$ cat config.mk
export PLATFORM = sky130hd
export DESIGN_NAME = button_debounce_array
export DESIGN_NICKNAME = d
export VERILOG_FILES = /design/src/rtl/button_pkg.sv /design/src/rtl/button_channel.sv /design/src/rtl/button_debounce_array.sv
export SDC_FILE = /design/constraint.sdc
export NUM_CORES = 1
export LEC_CHECK = 0
export BUFFER_PORTS_ARGS = -buffer_cell sky130_fd_sc_hd__buf_2
export CORE_UTILIZATION = 64
export CTS_CLUSTER_DIAMETER = 100
export DETAILED_ROUTE_END_ITERATION = 12
export GPL_ROUTABILITY_DRIVEN = 0
export PLACE_DENSITY = 0.95
export SLEW_MARGIN = 20
export SYNTH_ARGS = -nofsm -noshare
export SYNTH_HDL_FRONTEND = slang
export SYNTH_SLANG_ARGS = --single-unit
$ cat constraint.sdc
create_clock -name clk -period 5.4 [get_ports clk]
set_input_delay 1.08 -clock clk [delete_from_list [all_inputs] [get_ports clk]]
set_output_delay 1.08 -clock clk [all_outputs]
set_load 0.01 [all_outputs]
$ cat src/rtl/button_pkg.sv
// Shared definitions for the push-button debounce front end.
package button_pkg;

    localparam int SYNC_STAGES = 2;

    // Bits needed to hold any value in 0..max_val (at least one bit).
    function automatic int cnt_width(input int max_val);
        return (max_val < 2) ? 1 : $clog2(max_val + 1);
    endfunction

endpackage

$ cat src/rtl/button_channel.sv
// One debounce channel: synchroniser, stability counter, level, edge/long pulses
// and press counter, all advanced by the shared sample tick.
module button_channel
    import button_pkg::*;
#(
    parameter int STABLE_SAMPLES = 4,
    parameter int LONG_SAMPLES   = 200,
    parameter int CNT_W          = 2
) (
    input  logic             clk,
    input  logic             reset,
    input  logic             tick,
    input  logic             btn_raw,
    input  logic             cnt_clear,
    output logic             btn_level,
    output logic             press_pulse,
    output logic             release_pulse,
    output logic             long_pulse,
    output logic [CNT_W-1:0] press_count
);

    localparam int STAB_W = cnt_width(STABLE_SAMPLES - 1);
    localparam int HOLD_W = cnt_width(LONG_SAMPLES);
    localparam logic [STAB_W-1:0] STAB_LAST = STAB_W'(STABLE_SAMPLES - 1);
    localparam logic [STAB_W-1:0] STAB_ONE  = STAB_W'(1);
    localparam logic [HOLD_W-1:0] HOLD_MAX  = HOLD_W'(LONG_SAMPLES);
    localparam logic [HOLD_W-1:0] HOLD_LAST = HOLD_W'(LONG_SAMPLES - 1);
    localparam logic [HOLD_W-1:0] HOLD_ONE  = HOLD_W'(1);
    localparam logic [CNT_W-1:0]  CNT_ONE   = CNT_W'(1);

    logic [SYNC_STAGES-1:0] sync_r;
    logic                   sync_s;
    logic [STAB_W-1:0]      stab_cnt_r;
    logic [HOLD_W-1:0]      hold_cnt_r;
    logic                   level_r;
    logic                   press_r;
    logic                   release_r;
    logic                   long_r;
    logic [CNT_W-1:0]       count_r;

    assign sync_s = sync_r[SYNC_STAGES-1];

    // Two-flop synchroniser for the asynchronous pin.
    always_ff @(posedge clk) begin
        if (!reset) begin
            sync_r <= '0;
        end else begin
            sync_r <= {sync_r[SYNC_STAGES-2:0], btn_raw};
        end
    end

    // Debounce: STABLE_SAMPLES consecutive disagreeing ticks flip the level;
    // the edge pulses are set on the same edge so they align with the new level.
    always_ff @(posedge clk) begin
        if (!reset) begin
            stab_cnt_r <= '0;
            level_r    <= 1'b0;
            press_r    <= 1'b0;
            release_r  <= 1'b0;
        end else begin
            press_r   <= 1'b0;
            release_r <= 1'b0;
            if (tick) begin
                if (sync_s != level_r) begin
                    if (stab_cnt_r == STAB_LAST) begin
                        level_r    <= sync_s;
                        stab_cnt_r <= '0;
                        press_r    <= sync_s;
                        release_r  <= ~sync_s;
                    end else begin
                        stab_cnt_r <= stab_cnt_r + STAB_ONE;
                    end
                end else begin
                    stab_cnt_r <= '0;
                end
            end
        end
    end

    // Hold timer: saturates at LONG_SAMPLES, so the long pulse fires once per press.
    always_ff @(posedge clk) begin
        if (!reset) begin
            hold_cnt_r <= '0;
            long_r     <= 1'b0;
        end else begin
            long_r <= 1'b0;
            if (!level_r) begin
                hold_cnt_r <= '0;
            end else if (tick && (hold_cnt_r != HOLD_MAX)) begin
                hold_cnt_r <= hold_cnt_r + HOLD_ONE;
                long_r     <= (hold_cnt_r == HOLD_LAST);
            end
        end
    end

    // Wrapping press counter; clear wins over a coincident press.
    always_ff @(posedge clk) begin
        if (!reset) begin
            count_r <= '0;
        end else if (cnt_clear) begin
            count_r <= '0;
        end else if (press_r) begin
            count_r <= count_r + CNT_ONE;
        end
    end

    assign btn_level     = level_r;
    assign press_pulse   = press_r;
    assign release_pulse = release_r;
    assign long_pulse    = long_r;
    assign press_count   = count_r;

endmodule

$ cat src/rtl/button_debounce_array.sv
// Multi-channel button front end: one shared sample-tick prescaler feeding
// N_BUTTONS independent debounce channels.
module button_debounce_array
    import button_pkg::*;
#(
    parameter int N_BUTTONS      = 4,
    parameter int SAMPLE_DIV     = 50000,
    parameter int STABLE_SAMPLES = 4,
    parameter int LONG_SAMPLES   = 200,
    parameter int CNT_W          = 2
) (
    input  logic                       clk,
    input  logic                       reset,
    input  logic [N_BUTTONS-1:0]       btn_raw,
    input  logic [N_BUTTONS-1:0]       cnt_clear,
    output logic [N_BUTTONS-1:0]       btn_level,
    output logic [N_BUTTONS-1:0]       press_pulse,
    output logic [N_BUTTONS-1:0]       release_pulse,
    output logic [N_BUTTONS-1:0]       long_pulse,
    output logic [N_BUTTONS*CNT_W-1:0] press_count
);

    localparam int PRESC_W = cnt_width(SAMPLE_DIV - 1);
    localparam logic [PRESC_W-1:0] PRESC_LAST = PRESC_W'(SAMPLE_DIV - 1);
    localparam logic [PRESC_W-1:0] PRESC_ONE  = PRESC_W'(1);

    logic [PRESC_W-1:0] presc_r;
    logic               tick_s;

    assign tick_s = (presc_r == PRESC_LAST);

    // Free-running prescaler wrapping at SAMPLE_DIV-1.
    always_ff @(posedge clk) begin
        if (!reset) begin
            presc_r <= '0;
        end else if (tick_s) begin
            presc_r <= '0;
        end else begin
            presc_r <= presc_r + PRESC_ONE;
        end
    end

    for (genvar i = 0; i < N_BUTTONS; i++) begin : g_chan
        button_channel #(
            .STABLE_SAMPLES (STABLE_SAMPLES),
            .LONG_SAMPLES   (LONG_SAMPLES),
            .CNT_W          (CNT_W)
        ) u_chan (
            .clk           (clk),
            .reset         (reset),
            .tick          (tick_s),
            .btn_raw       (btn_raw[i]),
            .cnt_clear     (cnt_clear[i]),
            .btn_level     (btn_level[i]),
            .press_pulse   (press_pulse[i]),
            .release_pulse (release_pulse[i]),
            .long_pulse    (long_pulse[i]),
            .press_count   (press_count[i*CNT_W +: CNT_W])
        );
    end

endmodule

==> impl_results.md <==
- Status: completed
- Antenna viol nets, final: 0
- Total die area: 0.006576 mm^2
- Number of unique standard cell types used by synthesis: 37
- Final critical-path required period: 2.806 ns
- Final core utilization: 0.7151
- Count of inserted antenna diode cells: 0
- Actual slew at the worst max-slew pin: 0.9776 ns
- Cells traversed along the worst timing path: or4_4 > or4_1 > or4_1 > a21oi_1
- Post-route clock period utilization: 0.5197
- TritonCTS clock tree: built
- Average wire length per cell after detail routing: 14.38 um
- Number of global-route vias before repair: 3084
- Proportion of register bits with asynchronous set or reset after synthesis: 0
- Worst min-delay path class: reg -> reg
- Count of hold buffers inserted by post-cts repair: 0
- Register-to-Register Setup Slack: 2.59 ns
- Mean number of vias per cell: 6.035
- Synth top cells by count: 88 x sky130_fd_sc_hd__dfxtp_1, 36 x sky130_fd_sc_hd__a21oi_1, 34 x sky130_fd_sc_hd__nand2_1
- Sequential area share after synthesis: 0.4400
- Final routed wirelength across all metal layers: 7792 um
- Crit path top cell by count: sky130_fd_sc_hd__or4_1
- Vert. Die Dim: 81.10 um
- Number of synthesized flops with an enable pin: 0
- Power per standard cell area: 256.8 mW/mm^2
- Worst Hold Slack: 0.4404 ns
- Slew margin rel.: 0.3483
- Number of rows created at floorplan: 28
- Main flop type after synthesis: sky130_fd_sc_hd__dfxtp_1
- Worst path buffer plus inverter count: 0
- Post-synth net total: 472
- First-pass iteration count of the detailed router: 5
- Clock sink total: 88
- Ratio of cells with drive above 1 in the final layout: 0.1242
- Deepest level of the CTS H-tree: 3
- Count of fill cells added during filler insertion: 424
- Arrival time of data at the critical path endpoint: 3.10 ns
- # port buffers: 33
- Class of the most critical setup path: reg -> reg
- Via count of the routed design: 3271
- Post-route design area: 0.004284 mm^2
- Mean area per synthesized cell: 8.917 um^2
- Initial detailed-routing violation count: 249
- Kind of end point of the critical path: flip-flop
- Initial Util: 0.6683
- Aggregate global-route resource usage: 0.2573
- Synthesis Warnings: 0
- Horizontal extent of the die: 81.10 um
- Number of CTS-inserted buffers: 9
- Max Cap Violations: 0
- Initial antenna violation count: 0
- Static leakage: 1.482 nW
- Cell chosen for the clock root: sky130_fd_sc_hd__clkbuf_8
- Family of cells with the greatest summed delay on the critical path: simple AND/OR/NAND/NOR gates
- Endpoint required time on the critical path: 5.69 ns
- Gate count after technology mapping: 449
- Fin Clk Skew: 0.01058 ns
- Clock transition at the registers of the reported paths: 0.09 ns
- Cell with the largest stage delay on the worst path: sky130_fd_sc_hd__or4_1
- Biggest area contributors in the synthesized netlist: sky130_fd_sc_hd__dfxtp_1 44%, sky130_fd_sc_hd__a21oi_1 4.5%, sky130_fd_sc_hd__or4_1 4.1%, sky130_fd_sc_hd__ha_1 4.1%, sky130_fd_sc_hd__xor2_1 3.7%
- First-pass GRT wire length: 13090 um
- Number of nets in the final layout: 485
- GRT Residual Overflow: 0
- Total power after layout: 0.001100 W
- Count of cells resized by post-cts repair: 0
- Number of failing hold endpoints at the final stage: 0
- CP startpoint kind: flip-flop
- Achievable Freq: 356.3 MHz
- Post-detailed-placement cell area: 0.004096 mm^2
- Pin count of the biggest net entering global routing: 36
- Area leader, netlist: sky130_fd_sc_hd__dfxtp_1
- Max Root-Sink Buffers: 2
- Final-layout setup total negative slack: 0 ns
- Total setup buffers inserted after CTS: 0
- Core region area: 0.005991 mm^2
- Maximum net fanout on the critical path: 34
- Most frequent cell after synthesis: sky130_fd_sc_hd__dfxtp_1
- RSZ-0062 raised after global routing: no
- Post-Syn Area: 0.004004 mm^2
- Largest stage delay, worst path: 0.94 ns
- Number of design rule violations left after detail routing: 0
- Insertion delay to the later sink of the worst-skew pair: 0.36 ns
- Post-synthesis to final-layout area growth: 7.000%
- Area fraction of the dominant cell type after synthesis: 0.4400
- Pins Over Slew Limit: 0
- DP Wirelength: 5341 um
- Synthesized flop and latch total: 88
- Final setup vio count: 0
- Max VDD drop: 0.2133 mV
- Number of top-level pins: 34
metal layers:
layer | track usage | up-vias | part of all wire | routed length (um)
li1 | - | 1627 | - | -
met1 | 0.2867 | 1565 | 0.44 | 3405
met2 | 0.4723 | 67 | 0.52 | 4015
met3 | 0.06067 | 12 | 0.033 | 259
met4 | 0.09286 | 0 | 0.014 | 112
met5 | 0 | - | 0 | 0
state kept, by name, indices dropped and copies added, names as in the netlist:
signal and cells:
g_chan.u_chan.hold_cnt_r 32, g_chan.u_chan.long_pulse 4, g_chan.u_chan.stab_cnt_r 8, g_chan.u_chan.btn_level 4, g_chan.u_chan.sync_r 8, g_chan.u_chan.release_pulse 4
g_chan.u_chan.press_count 8, presc_r 16, g_chan.u_chan.press_pulse 4
layout by cell type (no fill, tap or decap), types with 5 or more instances in the layout:
cell / synthesis / final
sky130_fd_sc_hd__o21ai_0: 15 / 15
sky130_fd_sc_hd__nor3b_1: 8 / 8
sky130_fd_sc_hd__nand4_1: 15 / 15
sky130_fd_sc_hd__inv_1: 16 / 16
sky130_fd_sc_hd__ha_1: 13 / 13
sky130_fd_sc_hd__buf_2: 1 / 33
sky130_fd_sc_hd__o31ai_1: 15 / 15
sky130_fd_sc_hd__nor3_1: 8 / 8
sky130_fd_sc_hd__nand4bb_1: 5 / 5
sky130_fd_sc_hd__clkbuf_8: 0 / 9
sky130_fd_sc_hd__and2_1: 16 / 16
sky130_fd_sc_hd__and3_1: 5 / 5
sky130_fd_sc_hd__or4_1: 22 / 22
sky130_fd_sc_hd__nand3_1: 24 / 24
sky130_fd_sc_hd__nor2_1: 30 / 30
sky130_fd_sc_hd__xor2_1: 17 / 17
sky130_fd_sc_hd__a21oi_1: 36 / 36
sky130_fd_sc_hd__or3_1: 7 / 7
sky130_fd_sc_hd__xnor2_1: 8 / 8
sky130_fd_sc_hd__nand2_1: 34 / 34
sky130_fd_sc_hd__dfxtp_1: 88 / 88
power by group:
group          switching [W]  internal [W]  leakage, nW
registers         0.00000393      0.000653        0.711
logic             0.00000961    0.00000753        0.681
clock network       0.000250      0.000176       0.0899
total               0.000263      0.000837         1.48
layout make-up:
cell class                 instances  area [um^2]  share of cell area
multi-input combinational        311         1997              0.4661
sequential                        88         1762              0.4112
timing repair buffer              35        180.2             0.04206
inverter                          17        63.81             0.01489
clock buffer                       9        123.9             0.02891
clock inverter                     7        63.81             0.01489
tap                               75        93.84             0.02190
cell families after synthesis:
kind of cell | count (synthesis) | synth area share
muxes | 4 | 0.01000
adders and majority gates | 13 | 0.04063
buffers and inverters | 50 | 0.06594
xor gates and xnor gates | 25 | 0.05469
DFF | 88 | 0.4400
and+or+nand+nor | 192 | 0.2731
AOI/OAI and AO/OA | 77 | 0.1156
worst paths after layout:
check,startpoint,to,cells after the start
worst max-delay path,presc_r[7],g_chan[0].u_chan.hold_cnt_r[4],4
worst min-delay path,g_chan[1].u_chan.sync_r[0],g_chan[1].u_chan.sync_r[1],1
worst min register to register,g_chan[1].u_chan.sync_r[0],g_chan[1].u_chan.sync_r[1],1
worst max register to register,presc_r[7],g_chan[0].u_chan.hold_cnt_r[4],4
through the flow:
stage | std cells | setup slack [ns]
floorplan | 449 | 3.078
finish | 542 | 2.594
global placement | 526 | 2.679
CTS | 542 | 2.610
global route | 542 | 2.432
detailed placement | 526 | 2.605
Power figures use the tool's default switching activity.
